<file path="src/rtl/cache_pkg.sv">
// Shared types and constants for the direct-mapped instruction cache.
package cache_pkg;

  localparam int IC_SETS_DEFAULT = 16;
  localparam int IC_BLK_WORDS    = 2;
  localparam int IC_WORD_W       = 32;
  // Widest tag occurs at the minimum of two sets; narrower tags are zero-extended.
  localparam int IC_TAG_MAX_W    = IC_WORD_W - 4;

  typedef enum logic [1:0] {
    IDLE,
    FILL0,
    FILL1
  } icache_state_t;

  typedef struct packed {
    logic                    valid;
    logic [IC_TAG_MAX_W-1:0] tag;
    logic [IC_WORD_W-1:0]    word0;
    logic [IC_WORD_W-1:0]    word1;
  } icache_line_t;

endpackage

</file>
<file path="src/rtl/icache_fill_fsm.sv">
// Miss-fill sequencer: latches the missing block address, issues the two word
// reads to the memory controller and strobes the completed line into the array.
module icache_fill_fsm
  import cache_pkg::*;
#(
  parameter int BLK_W  = 29,
  parameter int WORD_W = 32
) (
  input  logic              CLK,
  input  logic              nRST,
  input  logic              missReq_i,
  input  logic [BLK_W-1:0]  missBlk_i,
  input  logic              iflush_i,
  input  logic              iwait_i,
  input  logic [WORD_W-1:0] iload_i,
  output logic              idle_o,
  output logic              iREN_o,
  output logic [WORD_W-1:0] iaddr_o,
  output logic              lineWe_o,
  output logic [BLK_W-1:0]  fillBlk_o,
  output logic [WORD_W-1:0] fillWord0_o
);

  icache_state_t     state_q, state_d;
  logic [BLK_W-1:0]  blk_q, blk_d;
  logic [WORD_W-1:0] word0_q, word0_d;

  always_ff @(posedge CLK or negedge nRST) begin
    if (!nRST) begin
      state_q <= IDLE;
    end else begin
      state_q <= state_d;
    end
  end

  // A flush always wins, so a half-filled line is never installed.
  always_comb begin
    state_d = state_q;
    unique case (state_q)
      IDLE:    if (missReq_i && !iflush_i) state_d = FILL0;
      FILL0:   if (iflush_i) state_d = IDLE;
               else if (!iwait_i) state_d = FILL1;
      FILL1:   if (iflush_i || !iwait_i) state_d = IDLE;
      default: state_d = IDLE;
    endcase
  end

  always_comb begin
    idle_o   = 1'b0;
    iREN_o   = 1'b0;
    iaddr_o  = '0;
    lineWe_o = 1'b0;
    unique case (state_q)
      IDLE: idle_o = 1'b1;
      FILL0: begin
        iREN_o  = 1'b1;
        iaddr_o = {blk_q, 1'b0, 2'b00};
      end
      FILL1: begin
        iREN_o   = 1'b1;
        iaddr_o  = {blk_q, 1'b1, 2'b00};
        lineWe_o = !iwait_i && !iflush_i;
      end
      default: idle_o = 1'b0;
    endcase
  end

  always_comb begin
    blk_d   = blk_q;
    word0_d = word0_q;
    if (state_q == IDLE && missReq_i && !iflush_i) begin
      blk_d = missBlk_i;
    end
    if (state_q == FILL0 && !iwait_i) begin
      word0_d = iload_i;
    end
  end

  always_ff @(posedge CLK or negedge nRST) begin
    if (!nRST) begin
      blk_q   <= '0;
      word0_q <= '0;
    end else begin
      blk_q   <= blk_d;
      word0_q <= word0_d;
    end
  end

  assign fillBlk_o   = blk_q;
  assign fillWord0_o = word0_q;

endmodule

</file>
<file path="src/rtl/icache_dm.sv">
// Direct-mapped read-only instruction cache, two-word blocks, same-cycle hits.
// Define ICACHE_PERF_EN to add hit_count / miss_count performance counters.
module icache_dm
  import cache_pkg::*;
#(
  parameter int SETS   = IC_SETS_DEFAULT,
  parameter int WORD_W = IC_WORD_W
) (
  input  logic              CLK,
  input  logic              nRST,
  input  logic              imemREN,
  input  logic [WORD_W-1:0] imemaddr,
  input  logic              iflush,
  output logic              ihit,
  output logic [WORD_W-1:0] imemload,
  output logic              iREN,
  output logic [WORD_W-1:0] iaddr,
  input  logic              iwait,
  input  logic [WORD_W-1:0] iload
`ifdef ICACHE_PERF_EN
  ,
  output logic [31:0]       hit_count,
  output logic [31:0]       miss_count
`endif
);

  localparam int IDX_W = $clog2(SETS);
  localparam int OFF_W = $clog2(IC_BLK_WORDS) + 2;
  localparam int TAG_W = WORD_W - IDX_W - OFF_W;
  localparam int BLK_W = WORD_W - OFF_W;

  icache_line_t lines_q [SETS];

  logic [TAG_W-1:0]  reqTag;
  logic [IDX_W-1:0]  reqIdx;
  logic              reqWord;
  logic              unusedByteOff;
  icache_line_t      curLine;
  logic              tagMatch;
  logic              fsmIdle;
  logic              missReq;
  logic              lineWe;
  logic [BLK_W-1:0]  fillBlk;
  logic [WORD_W-1:0] fillWord0;
  logic [IDX_W-1:0]  fillIdx;
  logic [TAG_W-1:0]  fillTag;

  assign reqTag        = imemaddr[WORD_W-1:IDX_W+OFF_W];
  assign reqIdx        = imemaddr[IDX_W+OFF_W-1:OFF_W];
  assign reqWord       = imemaddr[2];
  assign unusedByteOff = ^imemaddr[1:0];

  assign curLine  = lines_q[reqIdx];
  assign tagMatch = curLine.tag == IC_TAG_MAX_W'(reqTag);

  // Hits are only served from IDLE and are suppressed in a flush cycle.
  always_comb begin
    ihit     = fsmIdle && imemREN && !iflush && curLine.valid && tagMatch;
    imemload = '0;
    if (ihit) begin
      imemload = reqWord ? curLine.word1 : curLine.word0;
    end
  end

  assign missReq = fsmIdle && imemREN && !iflush && !(curLine.valid && tagMatch);
  assign fillIdx = fillBlk[IDX_W-1:0];
  assign fillTag = fillBlk[BLK_W-1:IDX_W];

  icache_fill_fsm #(
    .BLK_W  (BLK_W),
    .WORD_W (WORD_W)
  ) u_fill (
    .CLK         (CLK),
    .nRST        (nRST),
    .missReq_i   (missReq),
    .missBlk_i   (imemaddr[WORD_W-1:OFF_W]),
    .iflush_i    (iflush),
    .iwait_i     (iwait),
    .iload_i     (iload),
    .idle_o      (fsmIdle),
    .iREN_o      (iREN),
    .iaddr_o     (iaddr),
    .lineWe_o    (lineWe),
    .fillBlk_o   (fillBlk),
    .fillWord0_o (fillWord0)
  );

  // Only the valid bits are reset; tag and data are qualified by them.
  always_ff @(posedge CLK or negedge nRST) begin
    if (!nRST) begin
      for (int i = 0; i < SETS; i++) begin
        lines_q[i].valid <= 1'b0;
      end
    end else if (iflush) begin
      for (int i = 0; i < SETS; i++) begin
        lines_q[i].valid <= 1'b0;
      end
    end else if (lineWe) begin
      lines_q[fillIdx] <= '{valid: 1'b1,
                            tag:   IC_TAG_MAX_W'(fillTag),
                            word0: fillWord0,
                            word1: iload};
    end
  end

`ifdef ICACHE_PERF_EN
  logic [31:0] hitCnt_q, missCnt_q;

  always_ff @(posedge CLK or negedge nRST) begin
    if (!nRST) begin
      hitCnt_q  <= '0;
      missCnt_q <= '0;
    end else begin
      if (ihit) begin
        hitCnt_q <= hitCnt_q + 32'd1;
      end
      if (missReq) begin
        missCnt_q <= missCnt_q + 32'd1;
      end
    end
  end

  assign hit_count  = hitCnt_q;
  assign miss_count = missCnt_q;
`endif

endmodule
</file>
<file path="config.mk">
export PLATFORM = sky130hd
export DESIGN_NAME = icache_dm
export DESIGN_NICKNAME = d
export VERILOG_FILES = /design/src/rtl/cache_pkg.sv /design/src/rtl/icache_fill_fsm.sv /design/src/rtl/icache_dm.sv
export SDC_FILE = /design/constraint.sdc
export NUM_CORES = 1
export LEC_CHECK = 0
export CORE_UTILIZATION = 37
export CTS_CLUSTER_DIAMETER = 120
export DETAILED_ROUTE_END_ITERATION = 16
export GPL_ROUTABILITY_DRIVEN = 0
export SLEW_MARGIN = 20
export SYNTH_ARGS = -nofsm -noshare
export SYNTH_HDL_FRONTEND = slang
export SYNTH_SLANG_ARGS = --single-unit
</file>
<file path="constraint.sdc">
create_clock -name CLK -period 7.5 [get_ports CLK]
set_input_delay 1.5 -clock CLK [delete_from_list [all_inputs] [get_ports CLK]]
set_output_delay 1.5 -clock CLK [all_outputs]
set_load 0.005 [all_outputs]
</file>
* After elaboration in Yosys (flattened, before gate mapping)
Cells that the tools add are included.
Storage, ports and cells: bits in writable memories 0, memories kept 0, logic and storage cells 134, register bits after elaboration 1551, bits of input ports 69, latch bits 0, output and inout bits 66, bits in read-only memories 0
Cells by class: equal/unequal tests 6, $mul 0, reductions and logical operators 21, shifts and indexed selects 0, order comparisons 3, bitwise gates (word level) 3, add/sub/neg operators 0, div/mod/pow operators 0, muxes and demuxes 34
Operators with widths (number):
- bitwise mux 1488 bit | 1
- 2-to-1 mux 1488 bit | 1
- binary-select mux 93 bit (select 4 bit) | 1
- demux 93 bit (select 4 bit) | 1
- 2-to-1 mux 93 bit | 3
- 2-to-1 mux 32 bit | 2
- case mux 32 bit (2 select lines) | 1
- equality test 28 x 25 -> 1 bit | 1
- 2-to-1 mux 1 bit | 19
- logical AND 1 bit | 12
- >= comparator 5 bit (second input constant) | 2
- NOT 4 -> 5 bit | 2
- 2-to-1 mux 2 bit | 4
- case mux 2 bit (3 select lines) | 1
- AND reduction 3 bit | 2
- < comparator 5 x 1 -> 1 bit (second input constant) | 1
- inequality test 2 x 1 -> 1 bit (second input constant) | 2
- zero test 1 bit | 3
- inequality test 3 bit (second input constant) | 1
- equality test 2 x 1 -> 1 bit (second input constant) | 1
- equality test 2 bit (second input constant) | 1
- zero test 2 bit | 1
- nonzero test 2 bit | 1
- OR reduction 2 bit | 1
- 2 further kinds | 2

* Depth between registers and ports, before layout
Gate-level depths: netlist (run 1).
word-level depth 11, gate-level depth with buffers 13, mapped depth without buffers 8

* Modules after synthesis
From an unflattened synthesis (run 1), not the netlist that was laid out.
Unflattened totals: cells, all modules 2527, area total of the unflattened synthesis 58627.5 µm²
By module, submodules not included:
- icache_dm | times used 1, cells an instance 2342, area an instance 55896.1 µm², seq. area each 43161.4 µm²
- icache_fill_fsm | times used 1, cells an instance 185, area an instance 2731.4 µm², seq. area each 1576.5 µm²

* Least setup slack after synthesis (run 1)
Ideal clock, no wire load.
path kind input to register, start point input port iflush, end point register lines_q[279] (netlist name), enable pin, library setup time 645 ps, data arrival time 8221 ps, path buffers 0, setup slack -1366 ps, cell stages on the path 3, required time 6855 ps, cells stage by stage nor3b_1 > nand4_1 > nor3_1
On the way: word-level cells in the longest chain between the ends 4
RTL lines:
- from (decl) | RTL line icache_dm.sv:13 | input logic iflush,
- zero test 1 bit | RTL line icache_fill_fsm.sv:62 | lineWe_o = !iwait_i && !iflush_i;
- logical AND 1 bit | RTL line icache_fill_fsm.sv:62
- 2-to-1 mux 1 bit | RTL line icache_fill_fsm.sv:53 | unique case (state_q)
- AND reduction 3 bit (no line) *
- to (signal, indexed assignment) | RTL line icache_dm.sv:99 | lines_q[fillIdx] <= '{valid: 1'b1,
- to (decl) | RTL line icache_dm.sv:32 | icache_line_t lines_q [SETS];
Mark *: on every way between the ends. The rest lies on a longest branch, timed or not. A chain may end at the register's enable or synchronous reset.

* Worst setup path after layout (run 1)
start point input port imemaddr[4], end point output port imemload[30]
On the way: word-level cells in the longest chain between the ends 7
RTL lines:
- from (decl) | RTL line icache_dm.sv:12 | input logic [WORD_W-1:0] imemaddr,
- NOT 4 -> 5 bit (not written as such) * | RTL line icache_dm.sv:53 | assign curLine = lines_q[reqIdx];
- binary-select mux 93 bit (select 4 bit) * | RTL line icache_dm.sv:53
- 2-to-1 mux 93 bit (not written as such) * (2 in a row) | RTL line icache_dm.sv:53
- equality test 28 x 25 -> 1 bit or logical AND 1 bit (tied branches) | RTL line icache_dm.sv:54, icache_dm.sv:58
- logical AND 1 bit | RTL line icache_dm.sv:58 | ihit = fsmIdle && imemREN && !iflush && curLine.valid && tagMatch;
- 2-to-1 mux 32 bit * | RTL line icache_dm.sv:60 | if (ihit) begin
- to (decl) | RTL line icache_dm.sv:15 | output logic [WORD_W-1:0] imemload,
Mark *: on every way between the ends. The rest lies on a longest branch, timed or not. The select of a mux whose other input is x is not followed.

==> metrics.csv, run 1 <==
metric,value,unit
fin_skew,0.0261,ns
worstPathRequired,6.00,ns
die_w,399,microns
p_leak,21.3,nW
drt_iter0_markers,2345,
synth_top_flop_cell,edfxtp_1,
cts_buffer_depth,3,
setup-tns-final,0,ns
cp-end-kind,output port,
ys_ff_latch,1503,
ir_worst_vdd,0.000170,V
holdBufCountCts,0,
synth.avg_cell_area,23.3,sq um
fin_crit_sh,91.6,%
setup_viol_count_final,0,
grt_start_max_net_pins,137,
cp_max_fo,63,
timing.rr.end,lines_q[35],
nets,2801,
vias,26600,
antenna_found_initial,9,
drv_slew,0,
synthArstFlopShare,5.26,%
worstSetupPathType,in -> out,
finalHoldViolCount,0,
grt_use_total,17.1,%
clk_latency,0.76,ns
coreArea,0.156,sq mm
yosys-top-cells-count,"edfxtp_1 (1424), mux4_2 (410), mux2i_1 (99)",
cp.depth,12,
grt_overflow_total,0,
fin_cells,4917,
synthToLayoutAreaGrowth,16.0,%
cp_data_arrival_time,5.37,ns
seq_area_frac_synth,76.8,%
cp-startpoint,imemaddr[4],
synth_cell_type_count,57,
tightest_slew,1.06,ns
die_y,399,microns
ant_nets,0,
synth.most_common_cell,edfxtp_1,
cpPeakStageDelay,0.53,ns
grt_pass1_vias,28100,
cts.sinks,1503,
crit-reg2reg-launch,u_fill.state_q[0],
grt_pass1_wl,196,mm
yosysWarnings,0,
drive_gt1_share,28.6,%
start_util,37.3,%
r2r_slack,3.51,ns
cts_root_buf,clkbuf_16,
path_clk_slew,0.06,ns
slowest_stage,clkdlybuf4s50_1,
cts_max_level,4,
ios,135,
holdCritPathClass,reg -> reg,
path_common_cell,mux2i_1,
cts_made_buffers,153,
cp-start-kind,input pin,
vias_per_cell,5.42,
synth.top_cell.area_share,73.4,%
syn_area,0.0582,sq mm
status,"complete, no violations",
cap_violations,0,
ys_top_cells_by_area,"edfxtp_1 (73%), mux4_2 (16%), dfrtp_1 (3.4%)",
fp-row-count,145,
netlist_instances,2498,
max_freq,146,MHz
crit_family,buffers and inverters,
cts_tree,done,
drt-total-wl,134,mm
post-synth-top-area-cell,edfxtp_1,
cts_resized,0,
die_area,0.159,sq mm
finish.utilization,43.2,%
synth_edf_count,1424,
portBuffers,130,
path_buf_inv,4,
rsz0062_at_grt,false,
p_per_area,293,mW/mm^2
drc,0,
total_power,19.8,mW
worstRegToRegCells,6,
wl_per_cell,27.3,microns
post-route-min-period,6.87,ns
crit_chain,"buf_8, buf_4, mux4_2, mux2i_1, mux2i_1, xnor2_1, nand3_1, nor4_4, nand3b_1, buf_12, nor2_1, clkdlybuf4s50_1",
drtPass1Iterations,5,
endpoint,imemload[30],
dpl.cell_count,4631,
post_cts_buffers,0,
place_hpwl,70.0,mm
slew_headroom,29.1,%
-- cell usage in the layout, fill, tap and decap left out, types with 5 or more instances in the layout --
cell and count:
edfxtp_1 1424, mux4_2 410, clkbuf_16 154, clkdlybuf4s50_1 124, mux2i_1 99, dfrtp_1 79
buf_4 60, nor2_1 41, mux2_2 39, clkbuf_1 36, and2_1 33, mux2_4 29
inv_1 23, xnor2_1 22, clkbuf_8 22, clkinv_2 21, o22ai_1 19, buf_12 19
clkinv_1 17, nand2_1 15, nor2_4 15, a22oi_1 12, bufinv_16 11, nand2b_1 8
xor2_1 8, nand3_1 8, clkinvlp_4 8, nand3b_1 6, nor2b_1 6, nand4_1 6
inv_6 6, a21oi_1 5
-- power breakdown --
group / switching (mW) / total [mW] / internal, mW
registers: 0.738 / 10.9 / 10.1
logic: 0.657 / 1.35 / 0.693
clock network: 3.15 / 7.56 / 4.41
-- sequential cells by signal (all words and copies together) (netlist names) --
signal and count:
lines_q 1440, u_fill.fillBlk_o 29, u_fill.fillWord0_o 32, u_fill.state_q 2
-- kinds of logic (layout without fill, tap and decap cells) --
kind of cell               count (synthesis)  in the layout  share of synthesized area (%)
AOI/OAI and AO/OA                         67             67                          0.827
xor gates and xnor gates                  30             30                          0.451
adders and majority gates                  3              3                         0.0645
buffers and inverters                    155            514                           1.25
DFF                                     1503           1503                           76.8
muxes                                    577            577                           19.1
other                                      1              3                        0.00644
and+or+nand+nor                          162            162                           1.49
-- layer usage --
metal	up-vias	track usage, %	part of all wire, %
li1	11000	-	-
met1	14600	23.8	43
met2	796	27.8	49
met3	163	3.34	6.1
met4	12	3.79	1.5
met5	-	0	0.042
-- stage by stage --
stage	hold slack (ns)	setup WS, ns	cell area (sq um)
CTS	0.536	0.584	67500
finish	0.534	0.632	67500
global route	0.564	0.424	67500
global placement	0.515	0.575	62400
floorplan	0.480	1.00	58200
detailed placement	0.528	0.612	62400
-- final cells by class --
| cell class | instances | area (sq um) |
|---|---|---|
| tap | 2058 | 2570 |
| sequential | 1503 | 44700 |
| clock buffer | 212 | 4290 |
| antenna | 1 | 2.50 |
| timing repair buffer | 207 | 2140 |
| fill | 13000 | 88700 |
| clock inverter | 72 | 776 |
| multi-input combinational | 841 | 12900 |
| inverter | 23 | 86.3 |
-- worst reg2reg max path, stage by stage (launching register included) --
cell,delay [ns]
dfrtp_1,0.42
inv_1,0.10
ha_1,0.33
nor3b_1,0.78
nand4_1,0.54
nor2_4,0.78
buf_4,0.62
-- worst min-delay path by stage --
stage                   from            end  slack [ns]  depth (start not counted)
3_5_place_dp    lines_q[371]   lines_q[371]        0.53                          2
3_3_place_gp   lines_q[1301]  lines_q[1301]        0.51                          2
6_report        lines_q[371]   lines_q[371]        0.53                          2
2_1_floorplan   lines_q[371]   lines_q[371]        0.48                          2
4_1_cts         lines_q[371]   lines_q[371]        0.54                          2
5_1_grt        lines_q[1208]  lines_q[1208]        0.56                          2
No activity file was read; power rests on OpenSTA's default activity.
==> run 2, diff against run 1 <==
- CELL_PAD_IN_SITES_DETAIL_PLACEMENT: unset -> 2
- CELL_PAD_IN_SITES_GLOBAL_PLACEMENT: unset -> 2
- PLACE_DENSITY_LB_ADDON: unset -> 0.2
==> run 2 against run 1 <==
Via count grew 1.2%. Largest cell class unchanged. Design area grew 0.41%. Sequential power is essentially flat. Hold slack gained 0.0020 ns. Critical path depth grew 1.
==> metrics.csv, run 2 (synthesis gave the netlist of run 1 again) <==
metric,value,unit
status,"complete, no violations",
setup_viol_count_final,0,
cp-startpoint,imemaddr[4],
cap_violations,0,
largest_register,lines_q,
max_freq,142,MHz
post_cts_buffers,0,
cts_root_buf,clkbuf_16,
cts_max_level,4,
drtPass1Iterations,5,
cts_made_buffers,164,
grt_overflow_total,0,
worstPathRequired,6.00,ns
grt_use_total,19.7,%
cp-end-kind,output port,
fin_cells,4952,
cts_buffer_depth,3,
r2r_slack,3.81,ns
start_util,37.3,%
post-route-min-period,7.05,ns
fin_skew,0.0255,ns
largest_register_ffs,1440,
p_per_area,295,mW/mm^2
clk_latency,0.79,ns
p_leak,21.5,nW
drt-total-wl,154,mm
fillers,13900,
cts_tree,done,
dpl.cell_count,4649,
antenna_found_initial,8,
mostFrequentLayoutCell,edfxtp_1,
min_from,lines_q[371],
place_hpwl,82.2,mm
grt_pass1_vias,29900,
vias_per_cell,5.44,
wl_per_cell,31.1,microns
fin_crit_sh,94.0,%
whs_endpoint,lines_q[371],
die_area,0.159,sq mm
finalHoldViolCount,0,
coreArea,0.156,sq mm
grt_pass1_wl,222,mm
worstSetupPathType,in -> out,
cp_max_fo,35,
drive_gt1_share,28.3,%
design_area,0.0678,sq mm
tightest_slew,1.09,ns
drc,0,
rsz0062_at_grt,false,
portBuffers,130,
path_clk_slew,0.06,ns
vias,27000,
layout_common_cells,"edfxtp_1 (1424), mux4_2 (410), clkbuf_16 (166)",
min_path_cells,2,
grt_start_max_net_pins,90,
ios,135,
slew_headroom,27.5,%
holdCritPathClass,reg -> reg,
holdBufCountCts,0,
cp_data_arrival_time,5.55,ns
nets,2829,
die_w,399,microns
postPlaceCellArea,0.0627,sq mm
total_power,20.0,mW
setup-tns-final,0,ns
cp-start-kind,input pin,
die_y,399,microns
cts_resized,0,
fp-row-count,145,
crit-reg2reg-launch,u_fill.state_q[0],
ant_nets,0,
cts.sinks,1503,
drt_iter0_markers,2293,
timing.rr.end,lines_q[1146],
drv_slew,0,
worstRegToRegCells,6,
ir_worst_vdd,0.000237,V
synthToLayoutAreaGrowth,16.4,%
run 2: changes by cell type in the layout (fill, tap and decap cells not counted), moves of 5 or more:
| cell | delta |
|---|---|
| clkbuf_1 | +22 |
| clkbuf_8 | -11 |
| buf_12 | +14 |
| clkinvlp_4 | -6 |
| clkbuf_16 | +12 |
| bufinv_16 | -5 |
| clkinv_1 | +13 |
run 2: power by group:
| group | switching (mW) | internal [mW] | total (mW) |
|---|---|---|---|
| Sequential | 0.793 | 10.1 | 10.9 |
| Combinational | 0.682 | 0.701 | 1.38 |
| Clock | 3.28 | 4.40 | 7.67 |
| Total | 4.75 | 15.2 | 20.0 |
run 2: through the flow:
step / setup slack (ns) / util (%) / hold WS, ns
4_1_cts: 0.316 / 43.4 / 0.541
3_3_place_gp: 0.409 / 40.2 / 0.494
6_report: 0.450 / 43.4 / 0.536
5_1_grt: 0.215 / 43.4 / 0.554
3_5_place_dp: 0.345 / 40.2 / 0.531
2_1_floorplan: 1.00 / - / 0.480
run 2: routing by layer:
layer | routed length, microns | up-vias | global-route usage, % | share of wire (%)
li1 | - | 11100 | - | -
met1 | 69100 | 15000 | 27.6 | 45
met2 | 75400 | 596 | 32.2 | 49
met3 | 6120 | 209 | 3.07 | 4.0
met4 | 3130 | 12 | 4.89 | 2.0
met5 | 73 | - | 0 | 0.047
run 2: area by class of cell:
cell class | count | area, sq um | area share (%)
Antenna cell | 1 | 2.50 | 0.00369
Clock buffer | 235 | 4520 | 6.67
Clock inverter | 67 | 528 | 0.779
Inverter | 23 | 86.3 | 0.127
Multi-Input combinational cell | 841 | 12900 | 19.0
Sequential cell | 1503 | 44700 | 66.0
Tap cell | 2058 | 2570 | 3.80
Timing Repair Buffer | 224 | 2430 | 3.59
run 2: worst max path at each step:
| stage | to | slack [ns] | cells after the start |
|---|---|---|---|
| detailed placement | imemload[15] | 0.35 | 12 |
| global placement | imemload[3] | 0.41 | 13 |
| floorplan | lines_q[558] | 1.00 | 3 |
| CTS | imemload[15] | 0.32 | 12 |
| global route | imemload[15] | 0.21 | 12 |
| finish | imemload[3] | 0.45 | 13 |
run 2: worst max-delay path: stages:
cell,delay [ns]
buf_8,0.35
buf_4,0.51
mux4_2,0.57
mux2i_1,0.20
xnor2_1,0.09
a211oi_1,0.33
o22ai_1,0.26
nor4_4,0.40
nand3b_1,0.29
buf_12,0.25
nor2_1,0.12
buf_4,0.11
clkdlybuf4s50_1,0.49
==> RTL edit 1, RTL diff (settings of run 1) <==
Build with the macro `ICACHE_PERF_EN` defined.
--- a/src/rtl/icache_dm.sv
+++ b/src/rtl/icache_dm.sv
@@ -1,5 +1,7 @@
 // Direct-mapped read-only instruction cache, two-word blocks, same-cycle hits.
 // Define ICACHE_PERF_EN to add hit_count / miss_count performance counters.
+`define ICACHE_PERF_EN
+
 module icache_dm
   import cache_pkg::*;
 #(
New outputs: hit_count and miss_count. Check against the original RTL: not settled (the Yosys comparison gave no result); the edit may change what the design does.
==> RTL edit 1 against run 1 <==
- total power is 1.3% higher
- sequential cell count is 64 higher
- cell area is 5.4% higher
- clock skew is 0.010 ns higher
- worst setup slack worse by 0.41 ns
- global-route usage hardly changed
- wire length is 5.9% higher
- area after synthesis is 4.8% higher
==> RTL edit 1: results (changes against run 1) <==
- Share of layout cells above drive strength 1: 23.8% (was 28.6%)
- Syn avg cell area: 21.5 sq um (was 23.3 sq um)
- Post-synthesis sequential area ratio: 75.9% (was 76.8%)
- Top cells by area, synth: edfxtp_1, mux4_2, dfrtp_1 (unchanged)
- Area taken by multi-input logic gates: 0.0140 sq mm (was 0.0129 sq mm)
- Distinct cells, synth: 59 (was 57)
- Antenna violations before repair: 10 (was 9)
- Status: complete, no violations (unchanged)
- Reg2Reg Setup Slack: 3.90 ns (was 3.51 ns)
- Fill cells: 13,800 (was 13,000)
- Clk pwr share: 37.9% (was 38.2%)
- Fin nets: 3,216 (was 2,801)
- Worst-Margin Slew: 1.16 ns (was 1.06 ns)
- First-pass GRT wire length: 209 mm (was 196 mm)
- GRT Total Usage: 17.0% (was 17.1%)
- Dpl ws: 0.316 ns (was 0.612 ns)
- Initial DRC count: 2,220 (was 2,345)
- Hold Path Origin: miss_count[31] (was lines_q[371])
- Sw frac: 23.3% (was 23.0%)
- HPWL Detailed: 76.1 mm (was 70.0 mm)
- Total wire length: 142 mm (was 134 mm)
- CP arrival: 5.77 ns (was 5.37 ns)
- Final Skew: 0.0362 ns (was 0.0261 ns)
- WHS Endpoint: miss_count[31] (was lines_q[371])
- Pin count of the biggest net entering global routing: 140 (was 137)
- Worst VDD drop: 0.235 mV (was 0.170 mV)
- Via/cell ratio: 5.40 (was 5.42)
- CP max FO: 41 (was 63)
- Worst r2r src: lines_q[623] (was u_fill.state_q[0])
- Number of CTS-inserted buffers: 160 (was 153)
- Cell Int Power: 15,400 uW (was 15,300 uW)
- PortBufs: 194 (was 130)
- DP Cell Count: 5,154 (was 4,631)
[RTL edit 1: cell count changes after synthesis, moves of 24 or more]
cell / delta
xnor2_1: +35
mux2_1: +30
a21oi_1: +32
nand3_1: +31
dfrtp_1: +64
mux2_4: -29
nand2_1: +96
clkbuf_1: +34
xor2_1: +24
[RTL edit 1: cells by family after synthesis]
family,after synthesis,share of synthesized area (%)
buffers and inverters,179,1.31
multiplexers,547,17.2
flip-flops,1567,75.9
AND/OR/NAND/NOR,336,2.89
XOR/XNOR,89,1.28
adder cells (fa/ha/maj),5,0.103
AO/OA/AOI/OAI,115,1.26
other,1,0.00615
[RTL edit 1: cell type report]
cell class	instances	area share, %
antenna	1	0.00352
clock buffer	243	6.28
clock inverter	55	0.774
inverter	32	0.171
multi-input combinational	1094	19.7
sequential	1567	65.1
tap	2175	3.82
timing repair buffer	287	4.11
[RTL edit 1: how the worst max path moves through the flow]
stage | to | slack (ns) | from
3_5_place_dp | imemload[8] | 0.32 | imemaddr[3]
2_1_floorplan | lines_q[651] | 1.11 | iflush
4_1_cts | imemload[8] | 0.27 | imemaddr[3]
6_report | imemload[2] | 0.23 | imemaddr[3]
5_1_grt | imemload[2] | 0.12 | imemaddr[3]
3_3_place_gp | imemload[8] | 0.26 | imemaddr[3]
[RTL edit 1: routing by layer]
metal / vias up / part of all wire [%] / routed length (um) / GRT usage [%]
met5: - / 0.053 / 76 / 0
met1: 16100 / 45 / 63600 / 24.6
met2: 823 / 48 / 68100 / 26.6
met3: 199 / 5.6 / 7910 / 3.28
li1: 12300 / - / - / -
met4: 12 / 1.8 / 2610 / 4.12
[RTL edit 1: worst max-delay path: cells and delay by family]
kind,cells,cell delay [ns]
AOI/OAI and AO/OA,5,1.41
buffers and inverters,4,1.33
and+or+nand+nor,4,1.48
==> RTL edit 2, RTL diff (config.mk and constraints of run 1) <==
Without the edit above. `word0_q` no longer has a reset.
--- a/src/rtl/icache_fill_fsm.sv
+++ b/src/rtl/icache_fill_fsm.sv
@@ -79,11 +79,13 @@
   always_ff @(posedge CLK or negedge nRST) begin
     if (!nRST) begin
       blk_q   <= '0;
-      word0_q <= '0;
     end else begin
       blk_q   <= blk_d;
-      word0_q <= word0_d;
     end
+  end
+
+  always_ff @(posedge CLK) begin
+    word0_q <= word0_d;
   end
 
   assign fillBlk_o   = blk_q;
Check against the original RTL: not settled (the Yosys comparison gave no result); the edit may change what the design does.
==> RTL edit 2 against run 1 <==
- clock skew is 0.0031 ns lower
- total power is 6.5% lower
- area after synthesis is 0.49% lower
- combinational power is 20% lower
- sequential cell count stayed put
- cell area is 0.74% lower
- maximum frequency is 6.1% lower
- wire length is 0.36% lower
- first-iteration DRC count is 21% higher
- worst setup slack worse by 0.45 ns
- critical endpoint is now imemload[18]
- largest power group unchanged
- highest routed layer unchanged
==> RTL edit 2: results (changes against run 1) <==
- Status: complete, no violations (unchanged)
- HPWL Detailed: 69.2 mm (was 70.0 mm)
- Dpl ws: 0.209 ns (was 0.612 ns)
- Number of CTS-inserted buffers: 148 (was 153)
- WHS Endpoint: lines_q[1208] (was lines_q[371])
- Fill cells: 12,900 (was 13,000)
- Vias in the first global route: 28,100 (about the same)
- Syn avg cell area: 22.9 sq um (was 23.3 sq um)
- Clock latency on the worst-skew pair: 0.78 ns (was 0.76 ns)
- P_clk: 7180 uW (was 7560 uW)
- Hold slack: 0.551 ns (was 0.534 ns)
- LEAKAGE: 0.0210 uW (was 0.0213 uW)
- EDFF count, synth: 1,456 (was 1,424)
- Worst VDD drop: 0.231 mV (was 0.170 mV)
- Reg2reg end: lines_q[645] (was lines_q[35])
- Fin nets: 2,843 (was 2,801)
- Post-synthesis sequential area ratio: 77.5% (was 76.8%)
- Initial DRC count: 2,827 (was 2,345)
- CP max FO: 33 (was 63)
- Clk pwr share: 38.8% (was 38.2%)
- Vias: 26,900 (was 26,600)
- Cell Int Power: 14,400 uW (was 15,300 uW)
- Top cells by count, synth: edfxtp_1, mux4_2, nand2_1 (was edfxtp_1, mux4_2, mux2i_1)
- Mux share of post-synthesis cell area: 17.5% (was 19.1%)
- Final Skew: 0.0229 ns (was 0.0261 ns)
- Share of layout cells above drive strength 1: 24.9% (was 28.6%)
- Met1 Use GR: 24.2% (was 23.8%)
- Compound-Gate Fraction of Synth Area: 1.54% (was 0.827%)
- XOR/XNOR Fraction of Synth Area: 0.408% (was 0.451%)
- GRT Total Usage: 17.1% (about the same)
- Top cells by area, synth: edfxtp_1, mux4_2, dfrtp_1 (unchanged)
- DP Cell Count: 4,664 (was 4,631)
- Pin count of the biggest net entering global routing: 175 (was 137)
- Normalized max-slew margin: 25.9% (was 29.1%)
- Fin area: 0.0670 sq mm (was 0.0675 sq mm)
- Grt met3 use: 3.25% (was 3.34%)
- Clock Path Buffers: 3 (unchanged)
## RTL edit 2: worst max path at each step
stage	end	slack [ns]	cells after the start
after CTS	imemload[18]	0.16	15
after floorplan	lines_q[558]	0.81	4
final	imemload[18]	0.18	15
after global routing	imemload[26]	0.07	16
after global placement	imemload[26]	0.23	16
after detailed placement	imemload[18]	0.21	15
## RTL edit 2: routing by layer
layer	share of wire (%)	up-vias	wire, um
li1	-	11200	-
met1	43	14500	58100
met2	47	1021	63500
met3	6.8	206	9100
met4	2.3	10	3050
met5	0.043	-	58
## RTL edit 2: worst register-to-register path, cell delays in order, from the launching register on
cell and delay [ns]:
dfrtp_1 0.40, inv_1 0.12, ha_1 0.21, nor3b_2 0.59
nand3b_1 0.53, nor2_4 1.00, buf_4 0.47
## RTL edit 2: final cells by class
type	instances	area share, %
Sequential cell	1503	67.0
Multi-Input combinational cell	868	18.5
Clock buffer	191	5.99
Tap cell	2044	3.82
Timing Repair Buffer	221	3.51
Clock inverter	79	1.01
Inverter	29	0.162
Antenna cell	2	0.00747
